[config.mk]
export PLATFORM = sky130hd
export DESIGN_NAME = pts_output_ctrl
export DESIGN_NICKNAME = d
export VERILOG_FILES = /design/src/rtl/pts_output_ctrl.sv
export SDC_FILE = /design/constraint.sdc
export NUM_CORES = 1
export LEC_CHECK = 0
export ABC_AREA = 1
export CORE_MARGIN = 2
export CORE_UTILIZATION = 48
export DETAILED_ROUTE_END_ITERATION = 7
export PLACE_DENSITY = 0.75
export SETUP_SLACK_MARGIN = 0.15
export SLEW_MARGIN = 15
export SYNTH_ARGS = -nofsm -noshare
export SYNTH_HDL_FRONTEND = slang
export SYNTH_SLANG_ARGS = --single-unit
[constraint.sdc]
create_clock -name clk -period 1.8 [get_ports clk]
set_clock_uncertainty 0.15 [all_clocks]
set_input_delay 0.45 -clock clk [delete_from_list [all_inputs] [get_ports clk]]
set_output_delay 0.45 -clock clk [all_outputs]
set_load 0.02 [all_outputs]
[src/rtl/pts_output_ctrl.sv]
// Sequencer for the 32x16 parallel-to-serial output shifter at the FFT result boundary.
// It loads one frame, then shifts it out one sample per downstream handshake.
//
// state  | meaning
// -------+-------------------------------------------------------------
// IDLE   | waiting for fft_done; no outputs asserted
// LOAD   | load_enable high for one cycle; remaining counter armed
// STREAM | one strobe per sample, paced by out_valid/out_ready
module pts_output_ctrl #(
    parameter int NUM_SAMPLES = 32,
    parameter int CNT_W       = 6
) (
    input  logic       clk,
    input  logic       n_rst,
    input  logic       fft_done,
    input  logic       out_ready,
    input  logic       err_clr,
    output logic       load_enable,
    output logic       out_strobe,
    output logic       out_valid,
    output logic       out_last,
    output logic [4:0] sample_idx,
    output logic       busy,
    output logic       overrun_err
);

    localparam logic [1:0] IDLE   = 2'd0;
    localparam logic [1:0] LOAD   = 2'd1;
    localparam logic [1:0] STREAM = 2'd2;

    logic [1:0]       state_q, state_d;
    logic [CNT_W-1:0] remaining_q, remaining_d;
    logic             out_valid_q, out_valid_d;
    logic             out_last_q, out_last_d;
    logic [4:0]       sample_idx_q, sample_idx_d;
    logic             overrun_q, overrun_d;

    logic             accept;
    logic             strobe;

    assign accept = out_valid_q & out_ready;
    // One-deep presentation: refill in the same cycle the current sample is taken.
    assign strobe = (state_q == STREAM) && (remaining_q != '0) && (!out_valid_q || out_ready);

    always_comb begin
        state_d      = state_q;
        remaining_d  = remaining_q;
        out_valid_d  = out_valid_q;
        out_last_d   = out_last_q;
        sample_idx_d = sample_idx_q;

        case (state_q)
            IDLE: begin
                if (fft_done) begin
                    state_d = LOAD;
                end
            end
            LOAD: begin
                remaining_d = CNT_W'(NUM_SAMPLES);
                state_d     = STREAM;
            end
            STREAM: begin
                if (strobe) begin
                    remaining_d  = remaining_q - CNT_W'(1);
                    out_valid_d  = 1'b1;
                    sample_idx_d = 5'(CNT_W'(NUM_SAMPLES) - remaining_q);
                    out_last_d   = (remaining_q == CNT_W'(1));
                end else if (accept) begin
                    out_valid_d = 1'b0;
                    out_last_d  = 1'b0;
                end
                if (accept && out_last_q) begin
                    state_d     = IDLE;
                    out_valid_d = 1'b0;
                    out_last_d  = 1'b0;
                end
            end
            default: begin
                state_d = IDLE;
            end
        endcase
    end

    // A set in the same cycle as a clear must win so no overrun is lost.
    always_comb begin
        overrun_d = overrun_q;
        if (fft_done && (state_q != IDLE)) begin
            overrun_d = 1'b1;
        end else if (err_clr) begin
            overrun_d = 1'b0;
        end
    end

    always_ff @(posedge clk) begin
        if (!n_rst) begin
            state_q      <= IDLE;
            remaining_q  <= '0;
            out_valid_q  <= 1'b0;
            out_last_q   <= 1'b0;
            sample_idx_q <= '0;
            overrun_q    <= 1'b0;
        end else begin
            state_q      <= state_d;
            remaining_q  <= remaining_d;
            out_valid_q  <= out_valid_d;
            out_last_q   <= out_last_d;
            sample_idx_q <= sample_idx_d;
            overrun_q    <= overrun_d;
        end
    end

    assign load_enable = (state_q == LOAD);
    assign out_strobe  = strobe;
    assign out_valid   = out_valid_q;
    assign out_last    = out_last_q;
    assign sample_idx  = sample_idx_q;
    assign busy        = (state_q != IDLE);
    assign overrun_err = overrun_q;

endmodule

Word level (Yosys, flattened, before mapping)
Index checks and enable logic that the tools add are counted.
Widths: inputs -> output; s select.
{"block": "word_totals", "regBits": 16, "input_bits": 5, "out_inout_bits": 11, "word_cells": 43}
{"block": "op_classes", "add_sub_neg": 2, "n_eq_ne": 6, "n_mux": 12, "bitwise_logic": 1, "reduce_logical": 16}
{"cell": "$pmux 6 s2", "n": 1}
{"cell": "$reduce_and 2->1", "n": 4}
{"cell": "$mux 1", "n": 7}
{"cell": "$eq 6x1->1 const B", "n": 1}
{"cell": "$mux 6", "n": 1}
{"cell": "$pmux 2 s3", "n": 1}
{"cell": "$reduce_bool 2->1", "n": 3}
{"cell": "$reduce_bool 6->1", "n": 1}
{"cell": "$sub 6x1->6 const B", "n": 1}
{"cell": "$sub 1x5->5 const A", "n": 1}
{"cell": "$logic_and 1x1->1", "n": 4}
{"cell": "$mux 2", "n": 2}
{"cell": "$ne 2x2->1 const B", "n": 2}
{"cell": "$reduce_bool 3->1", "n": 1}
{"cell": "$eq 2x1->1 const B", "n": 1}
{"cell": "$eq 2x2->1 const B", "n": 1}
{"cell": "$logic_not 2->1", "n": 1}
{"cell": "$ne 2x1->1 const B", "n": 1}
{"cell": "$and 1x1->1", "n": 1}
{"cell": "$logic_not 1->1", "n": 1}
{"cell": "$logic_or 1x1->1", "n": 1}

Logic depth before layout (Yosys ltp)
Gate-level depths: netlist of run 1.
{"block": "depth", "word_depth": 5, "ltp_mapped": 9, "ltp_nobuf": 8}

Least setup slack after synthesis of run 1
Ideal clock, no wire load.
{"block": "synth_path", "path_type": "register to output", "start": "reg remaining_q[0]", "end": "out out_strobe", "arrival_time_ns": 1.052, "setup_slack_ns": 0.148, "path_stages_with_launch": 7, "path_buffers": 1, "cell_sequence": "dfxtp_1 -> inv_1 -> ha_1 -> nand4_2 -> nand2_2 -> inv_2 -> buf_6"}
{"block": "synth_between", "elab_chain_cells": 3}
{"item": "start: declaration", "line": "32", "text": "logic [CNT_W-1:0] remaining_q, remaining_d;"}
{"item": "start signal: assignment", "line": "104", "text": "remaining_q <= remaining_d;"}
{"item": "$reduce_bool 6->1", "line": "43", "text": "assign strobe = (state_q == STREAM) && (remaining_q != '0) && (!out_valid_q || out_ready);"}
{"item": "$logic_and 1x1->1 (2 in a row)", "line": "43"}
{"item": "end: declaration", "line": "19", "text": "output logic out_strobe,"}
No other way between the ends.

Worst setup path in the final report of run 1
Ends and elaborated chain as after synthesis.

==> results_dict.tcl, run 1 <==
set metrics [dict create \
    status "finished, final reports clean" \
    p_int_w 0.0005467 \
    cp.arrival_ns 1.16 \
    synth-seq-area-share_pct 39.26 \
    fin_nets 157 \
    clock_latency_ns 0.29 \
    ioPinCount 16 \
    worstHoldStart "sample_idx[4]" \
    syn_avg_cell_area_sq_um 7.624 \
    period_share_pct 97.52 \
    core_area_sq_um 1541 \
    period_needed_ns 1.755 \
    critPathLaunch "remaining_q[0]" \
    postRouteWirelength_um 1880 \
    grt_max_degree 12 \
    gr-total-overflow 0 \
    holdCritPathClass "reg2reg" \
    power.leakage_nw 0.5683 \
    hpwl_um 1388 \
    r2r_cells 8 \
    die_w_um 45.23 \
    synthTopCellsByArea "dfxtp_1 (39%), nand2_1 (8.3%), nor2_1 (6.4%)" \
    wirelength_met1_um 745 \
    synth_top_area_share_pct 39.26 \
    fin_setup_tns_ns 0 \
    seqPwrFrac_pct 49.4 \
    holdPathStages 2 \
    hold_violations 0 \
    avgViaCountPerCell 5.153 \
    syn_to_final_growth_pct 48.47 \
    crit_end "out_strobe" \
    yosys.area.top_type "dfxtp_1" \
    htreeDepth 1 \
    p_sw_w 0.0002168 \
    synth_area_sq_um 815.8 \
    rows 14 \
    hold_buffers 0 \
    drive_gt1_share_pct 37.41 \
    diodes 0 \
    finalSetupViolCount 0 \
    met3_length_um 103 \
    wl_met2_um 985 \
    slew_violations 0 \
    p_per_area_nw_per_um2 630.4 \
    cp.required_ns 1.20 \
    layout_common_cells "buf_4 (22), nand2_1 (18), nor2_1 (12)" \
    drt_pass1_iterations 4 \
    postRouteAntennaNets 0 \
    r2r_start "remaining_q[0]" \
    regToRegSetupSlack_ns 0.38 \
    start_util_pct 52.92 \
    clockBufferDepth 2 \
    io_buffers 15 \
    cts_made_buffers 3 \
    clockPowerShare_pct 24.6 \
    grtUsageTotal_pct 21.42 \
    maxSlewHeadroom_pct 83.11 \
    synth_cell_type_count 24 \
    maxCapViolations 0 \
    clkSinkCount 16 \
    path_max_fanout 3 \
    worst_pin_slew_ns 0.2531 \
    combPwrFrac_pct 25.9 \
    max_freq_mhz 569.7 \
    synth_seq_cells 16 \
    die_area_sq_um 2045 \
    tritoncts "yes" \
    cp-start-kind "flop" \
    grt_pass1_vias 781 \
    hold_slack_ns 0.3146 \
    gp_congestion 0.8468 \
    syn_nets 115 \
    dr.max_layer_used "met4" \
    first_iter_violations 10 \
    vdd_drop_max_mv 0.4684 \
    grt_pass1_wl_um 3118 \
    switching_share_pct 28.40 \
    drc 0 \
    die_h_um 45.23 \
    path_clk_slew_ns 0.09 \
    crit_type "reg2out" \
    vias 840 \
    ctsRootBufferMaster "clkbuf_4" \
    antenna_found_initial 0 \
    wire_per_inst_um 11.53 \
    end_kind "output port" \
    crit-reg2reg-capture "remaining_q[4]" \
    ys.warnings.count 0 \
    final_common_cell "buf_4" \
    syn_inst 107 \
    rsz0062_at_grt "true" \
]
[per-layer routing]
| layer | vias to the layer above | GRT usage (%) |
|---|---|---|
| met3 | 5 | 3.600 |
| li1 | 425 | - |
| met5 | - | 0 |
| met1 | 384 | 24.50 |
| met4 | 0 | 12.94 |
| met2 | 26 | 36.86 |
[power groups by stage]
stage / Clock [W] / Sequential (W) / Combinational (W)
floorplan: 0 / 0.000393 / 0.0000881
global placement: 0 / 0.000383 / 0.000167
detailed placement: 0 / 0.000384 / 0.000171
CTS: 0.000194 / 0.000377 / 0.000176
global route: 0.000205 / 0.000379 / 0.000216
finish: 0.000188 / 0.000377 / 0.000198
[cell families (layout without fill, tap and decap cells)]
family,after synthesis,in the layout,share of synthesized area [%]
and+or+nand+nor,52,52,30.83
AOI/OAI and AO/OA,17,17,12.27
DFF,16,16,39.26
buffers and inverters,15,55,8.741
xor gates and xnor gates,4,4,4.295
adders and majority gates,3,3,4.602
[timing repair]
action                                 CTS  global route
pin swaps                                4             4
buffers inserted                         0             5
setup endpoints to repair               11             4
resized for setup                       37             9
endpoints found under the hold margin    0             0
[per-stage QoR]
| stage | util (%) | instance area, sq um | setup slack (ns) | power, W | cells |
|---|---|---|---|---|---|
| floorplan | - | 818.3 | 0.1641 | 0.0004812 | 107 |
| global placement | 71.92 | 1109 | -0.6612 | 0.0005506 | 155 |
| detailed placement | 71.92 | 1109 | -0.6694 | 0.0005549 | 155 |
| CTS | 74.43 | 1147 | -0.06198 | 0.0007467 | 158 |
| global route | 78.57 | 1211 | -0.006953 | 0.0008005 | 163 |
| finish | 78.57 | 1211 | 0.04472 | 0.0007635 | 163 |
[layout make-up]
type                       instances  area (sq um)
timing repair buffer              39         332.8
tap                               16         20.02
clock buffer                       3         22.52
multi-input combinational         76         460.4
fill                             115         330.3
sequential                        16         326.6
inverter                          13         48.80
[synthesized netlist by cell type]
library cell / count
nand2_1: 18
dfxtp_1: 16
nor2_1: 14
inv_1: 11
nand3_1: 10
a21oi_1: 9
a21oi_2: 3
ha_1: 3
nand2_2: 3
o21ai_0: 3
xnor2_1: 3
buf_6: 2
clkinv_1: 1
inv_2: 1
nand2_4: 1
nand3_2: 1
nand4_1: 1
nand4_2: 1
nor2_2: 1
nor2_4: 1
nor3_1: 1
o21ai_1: 1
o32ai_1: 1
xor2_1: 1
[state kept, by name (all words and copies together) (netlist names)]
name         count
out_valid        1
overrun_err      1
state_q          2
out_last         1
remaining_q      6
sample_idx       5
[critical path, stage by stage (launching register included)]
cell and delay [ns]:
dfxtp_2 0.33, inv_2 0.07, ha_4 0.16, nand4_4 0.07, nand2_2 0.08, inv_2 0.04, buf_6 0.12
[how the worst min path moves through the flow]
| stage | endpoint | slack (ns) |
|---|---|---|
| finish | sample_idx[4] | 0.31 |
| global route | overrun_err | 0.35 |
| CTS | sample_idx[4] | 0.32 |
| detailed placement | sample_idx[4] | 0.31 |
| global placement | sample_idx[4] | 0.30 |
| floorplan | remaining_q[1] | 0.33 |
(Power assumes the default switching activity.)
==> run 2, diff against run 1 <==
--- a/config.mk
+++ b/config.mk
@@ -6,10 +6,12 @@
 export NUM_CORES = 1
 export LEC_CHECK = 0
 export ABC_AREA = 1
+export CELL_PAD_IN_SITES_DETAIL_PLACEMENT = 0
+export CELL_PAD_IN_SITES_GLOBAL_PLACEMENT = 1
 export CORE_MARGIN = 2
-export CORE_UTILIZATION = 48
+export CORE_UTILIZATION = 35
 export DETAILED_ROUTE_END_ITERATION = 7
-export PLACE_DENSITY = 0.75
+export PLACE_DENSITY_LB_ADDON = 0.1
 export SETUP_SLACK_MARGIN = 0.15
 export SLEW_MARGIN = 15
 export SYNTH_ARGS = -nofsm -noshare
==> run 2 against run 1 <==
Against the previous run:
- flip-flop and latch count unchanged
- first-iteration DRC count fell by 70%
- utilization fell by 23 points
- critical path depth is 1 lower
- setup slack hardly changed
- clock power rose by 28%
- combinational power is 2% lower
==> results_dict.tcl, run 2 (synthesized netlist as in run 1, its figures left out) <==
set metrics [dict create \
    die_w_um 52.28 \
    crit_type "reg2out" \
    first_iter_violations 3 \
    clockBufferDepth 2 \
    grt_pass1_wl_um 3063 \
    hold_violations 0 \
    slowest_stage "dfxtp_2" \
    layout_common_cells "buf_4 (21), nand2_1 (18), nor2_1 (12), dfxtp_1 (12), nand3_1 (10)" \
    status "finished, final reports clean" \
    grt_max_degree 12 \
    clock_latency_ns 0.29 \
    path_clk_slew_ns 0.10 \
    cts_made_buffers 3 \
    vias 781 \
    gr-total-overflow 0 \
    postRouteWirelength_um 1909 \
    fin_nets 155 \
    p_per_area_nw_per_um2 659.8 \
    power.leakage_nw 0.5712 \
    grtUsageTotal_pct 15.65 \
    antenna_found_initial 0 \
    period_needed_ns 1.755 \
    rows 17 \
    final_common_cell "buf_4" \
    power_w 0.0008132 \
    hold_slack_ns 0.3150 \
    worst_pin_slew_ns 0.2636 \
    grt_pass1_vias 705 \
    ctsRootBufferMaster "clkbuf_4" \
    cp.arrival_ns 1.16 \
    die_h_um 52.28 \
    die_area_sq_um 2733 \
    drive_gt1_share_pct 36.30 \
    holdPathEnd "sample_idx[4]" \
    max_freq_mhz 569.7 \
    hpwl_um 1389 \
    drt_pass1_iterations 3 \
    largest_reg_flops 6 \
    maxCapViolations 0 \
    gp_congestion 0.8341 \
    start_util_pct 36.88 \
    holdPathStages 2 \
    holdCritPathClass "reg2reg" \
    avgViaCountPerCell 4.489 \
    path_max_fanout 2 \
    wire_per_inst_um 10.97 \
    hold_buffers 0 \
    r2r_start "state_q[0]" \
    end_kind "output port" \
    postRouteAntennaNets 0 \
    clkSinkCount 16 \
    regToRegSetupSlack_ns 0.25 \
    crit-reg2reg-capture "remaining_q[2]" \
    path_cells "inv_2 > buf_4 > buf_6 > nor2_4 > buf_6" \
    cpPeakStageDelay_ns 0.37 \
    cp_common_cell "buf_6" \
    ioPinCount 16 \
    vdd_drop_max_mv 0.3574 \
    finalSetupViolCount 0 \
    rsz0062_at_grt "true" \
    worstHoldStart "sample_idx[4]" \
    tritoncts "yes" \
    cp-start-kind "flop" \
    r2r_cells 9 \
    drc 0 \
    maxSlewHeadroom_pct 82.40 \
    diodes 0 \
    period_share_pct 97.51 \
    syn_to_final_growth_pct 51.07 \
    htreeDepth 1 \
    critPathLaunch "state_q[0]" \
    largest_register "remaining_q" \
    slew_violations 0 \
    cp.required_ns 1.20 \
    io_buffers 15 \
    core_area_sq_um 2212 \
]
## run 2: cell types whose count changed in the layout (fill, tap and decap cells not counted)
cell      delta
dfxtp_2      -1
buf_4        -1
dfxtp_1      +1
nand2_2      -1
nand2_4      +1
a21oi_2      -1
a21oi_4      +1
clkbuf_8     +1
buf_6        -1
## run 2: layout make-up
cell class | count | area [sq um]
inverters | 13 | 48.80
flip-flops and latches | 16 | 325.3
fillers | 223 | 979.7
repair buffers | 37 | 314.1
multi-input cells | 76 | 473.0
clock buffers | 4 | 36.28
well taps | 28 | 35.03
## run 2: timing repair
action | CTS | global route
endpoints found under the setup margin | 12 | 4
buffers inserted | 0 | 3
pin swaps | 4 | 5
resized for setup | 38 | 8
## run 2: report_power, final
part | total (W) | switching (W) | internal [W]
combinational | 0.000194 | 0.0000984 | 0.0000959
clock | 0.000240 | 0.000117 | 0.000123
sequential | 0.000379 | 0.00000981 | 0.000369
## run 2: worst max-delay path by stage
stage          depth (start not counted)  slack [ns]          end
4_1_cts                                6       -0.04   out_strobe
6_report                               5        0.04  load_enable
2_1_floorplan                          6        0.16   out_strobe
5_1_grt                                6       -0.02   out_strobe
3_3_place_gp                           6       -0.68   out_strobe
3_5_place_dp                           6       -0.69   out_strobe
## run 2: metrics by stage
step | cell area (sq um) | setup WS (ns) | TNS [ns] | util, % | std cells
floorplan | 818.3 | 0.1641 | 0 | - | 107
global placement | 1124 | -0.6831 | -1.998 | 50.79 | 167
detailed placement | 1124 | -0.6891 | -2.133 | 50.79 | 167
CTS | 1176 | -0.04377 | -0.04377 | 53.17 | 171
global route | 1232 | -0.01917 | -0.02690 | 55.71 | 174
finish | 1232 | 0.04481 | 0 | 55.71 | 174
## run 2: metal layers
layer	track usage, %	vias to the layer above	wire length (um)	share of wire [%]
li1	-	421	-	-
met1	20.11	346	911	48
met2	24.79	12	906	47
met3	3.143	2	75	3.9
met4	7.692	0	14	0.73
met5	0	-	0	0
## run 2: worst max-delay path, delay by kind of cell (launching register included)
family,cells,cell delay (ns)
flip-flops,1,0.37
AND/OR/NAND/NOR,1,0.08
buffers and inverters,4,0.42
==> run 3, diff against run 2 <==
--- a/config.mk
+++ b/config.mk
@@ -9,7 +9,7 @@
 export CELL_PAD_IN_SITES_DETAIL_PLACEMENT = 0
 export CELL_PAD_IN_SITES_GLOBAL_PLACEMENT = 1
 export CORE_MARGIN = 2
-export CORE_UTILIZATION = 35
+export CORE_UTILIZATION = 32
 export DETAILED_ROUTE_END_ITERATION = 7
 export PLACE_DENSITY_LB_ADDON = 0.1
 export SETUP_SLACK_MARGIN = 0.15
==> constraint.sdc (replaced) <==
create_clock -name clk -period 1.6 [get_ports clk]
set_clock_uncertainty 0.15 [all_clocks]
set_input_delay 0.4 -clock clk [delete_from_list [all_inputs] [get_ports clk]]
set_output_delay 0.4 -clock clk [all_outputs]
set_load 0.02 [all_outputs]
==> run 3 against run 2 <==
Against the previous run:
- the flow now finishes with violations (setup timing)
- die area grew 8.6%
- setup slack lost 0.16 ns
- count of clock-buffer cells in the layout is the same
- register-to-register slack lost 0.03 ns
- utilization shrank 5.7 points
- critical path type unchanged
- largest cell class unchanged
==> results_dict.tcl, run 3 (synthesized netlist as in run 1, its figures left out) <==
set metrics [dict create \
    postRouteAntennaNets 0 \
    drt_pass1_iterations 3 \
    status "finished, violations left" \
    clock_latency_ns 0.30 \
    drive_gt1_share_pct 44.90 \
    cp-start-kind "flop" \
    fin_setup_tns_ns -0.1113 \
    grt_pass1_wl_um 3077 \
    drc 0 \
    ctsRootBufferMaster "clkbuf_4" \
    max_freq_mhz 584.3 \
    avgViaCountPerCell 4.480 \
    layout_common_cells "buf_4 (20), nand2_1 (17), nor2_1 (12)" \
    largest_reg_flops 6 \
    wire_per_inst_um 10.82 \
    setup_slack_ns -0.1113 \
    path_max_fanout 2 \
    place_area_sq_um 1141 \
    hold_violations 0 \
    syn_to_final_growth_pct 50.61 \
    grt_pass1_vias 689 \
    postRouteWirelength_um 1915 \
    start_util_pct 33.23 \
    ioPinCount 16 \
    hold_buffers 0 \
    cts_made_buffers 3 \
    die_area_sq_um 2969 \
    antenna_found_initial 0 \
    cp_num_buf_inv 3 \
    clkSinkCount 16 \
    largest_register "remaining_q" \
    n_fill_cell 248 \
    worst_pin_slew_ns 0.2712 \
    core_area_sq_um 2455 \
    critical_path.top_delay_family "flip-flops" \
    path_cells "inv_2 > ha_4 > nand4_4 > nand2_2 > inv_2 > buf_6" \
    io_buffers 15 \
    failed_checks "setup timing" \
    rows 18 \
    vias 793 \
    gp_congestion 0.8300 \
    regToRegSetupSlack_ns 0.22 \
    maxCapViolations 0 \
    first_iter_violations 10 \
    power.leakage_nw 0.5582 \
    die_w_um 54.49 \
    diodes 0 \
    grt_max_degree 12 \
    vdd_drop_max_mv 0.6392 \
    period_share_pct 107.0 \
    slowest_stage "dfxtp_2" \
    holdCritPathClass "reg2reg" \
    clockBufferDepth 2 \
    grtUsageTotal_pct 14.98 \
    gr-total-overflow 0 \
    cpPeakStageDelay_ns 0.34 \
    die_h_um 54.49 \
    final_common_cell "buf_4" \
    cp.arrival_ns 1.16 \
    tritoncts "yes" \
    finalSetupViolCount 1 \
    p_per_area_nw_per_um2 755.3 \
    rsz0062_at_grt "true" \
    slew_violations 0 \
    cp_common_cell "inv_2" \
    period_needed_ns 1.711 \
    path_clk_slew_ns 0.11 \
    htreeDepth 1 \
    end_kind "output port" \
    crit_type "reg2out" \
    design_area_sq_um 1229 \
    cp.required_ns 1.05 \
    hpwl_um 1363 \
    fin_nets 156 \
    maxSlewHeadroom_pct 81.90 \
]
## run 3: cell types whose count changed in the layout (fill, tap and decap cells not counted), sizes merged
cell and change:
dlygate4sd2 -7, clkdlybuf4s15 -1, buf +9
## run 3: layer usage
metal	share of wire, %	track usage, %	vias to the layer above
met3	4.3	5.738	2
met4	0.99	5.000	0
met2	44	22.29	12
met5	0	0	-
met1	50	19.77	351
li1	-	-	428
## run 3: power by group
group	total, W	switching (W)	internal [W]
clock network	0.000279	0.000140	0.000139
logic	0.000224	0.000110	0.000113
registers	0.000426	0.0000105	0.000415
total	0.000928	0.000261	0.000668
## run 3: per-stage QoR
stage	utilization, %	setup slack [ns]	std cells	total power [W]	hold WS, ns
floorplan	-	0.1529	107	0.0005450	0.3298
detailed placement	46.48	-0.7951	169	0.0006288	0.3036
CTS	48.73	-0.1264	177	0.0009355	0.3175
global route	50.05	-0.1772	177	0.0009804	0.3488
global placement	46.48	-0.7886	169	0.0006288	0.3028
finish	50.05	-0.1113	177	0.0009281	0.3170
## run 3: worst min-delay path, stage by stage, from the launching register on
cell	delay, ns
dfxtp_1	0.32
nand2_1	0.06
a21oi_1	0.05
## run 3: repair_timing
action / 4_1_cts / 5_1_grt
gates cloned: 0 / 0
resized for setup: 61 / 9
endpoints found under the setup margin: 24 / 10
buffers inserted: 4 / 0
pin swaps: 4 / 1
## run 3: layout make-up
type | instances | area, sq um | share of cell area (%)
multi-input combinational | 76 | 474.2 | 38.59
inverter | 13 | 51.30 | 4.175
clock buffer | 4 | 36.28 | 2.953
tap | 30 | 37.54 | 3.055
sequential | 16 | 326.6 | 26.58
timing repair buffer | 38 | 302.8 | 24.64
## run 3: worst paths after layout
kind                                      from            end  cells after the start
worst max-delay path            remaining_q[1]     out_strobe                      6
worst min-delay path             sample_idx[4]  sample_idx[4]                      2
worst max register to register  remaining_q[1]  sample_idx[3]                      9
worst min register to register   sample_idx[4]  sample_idx[4]                      2
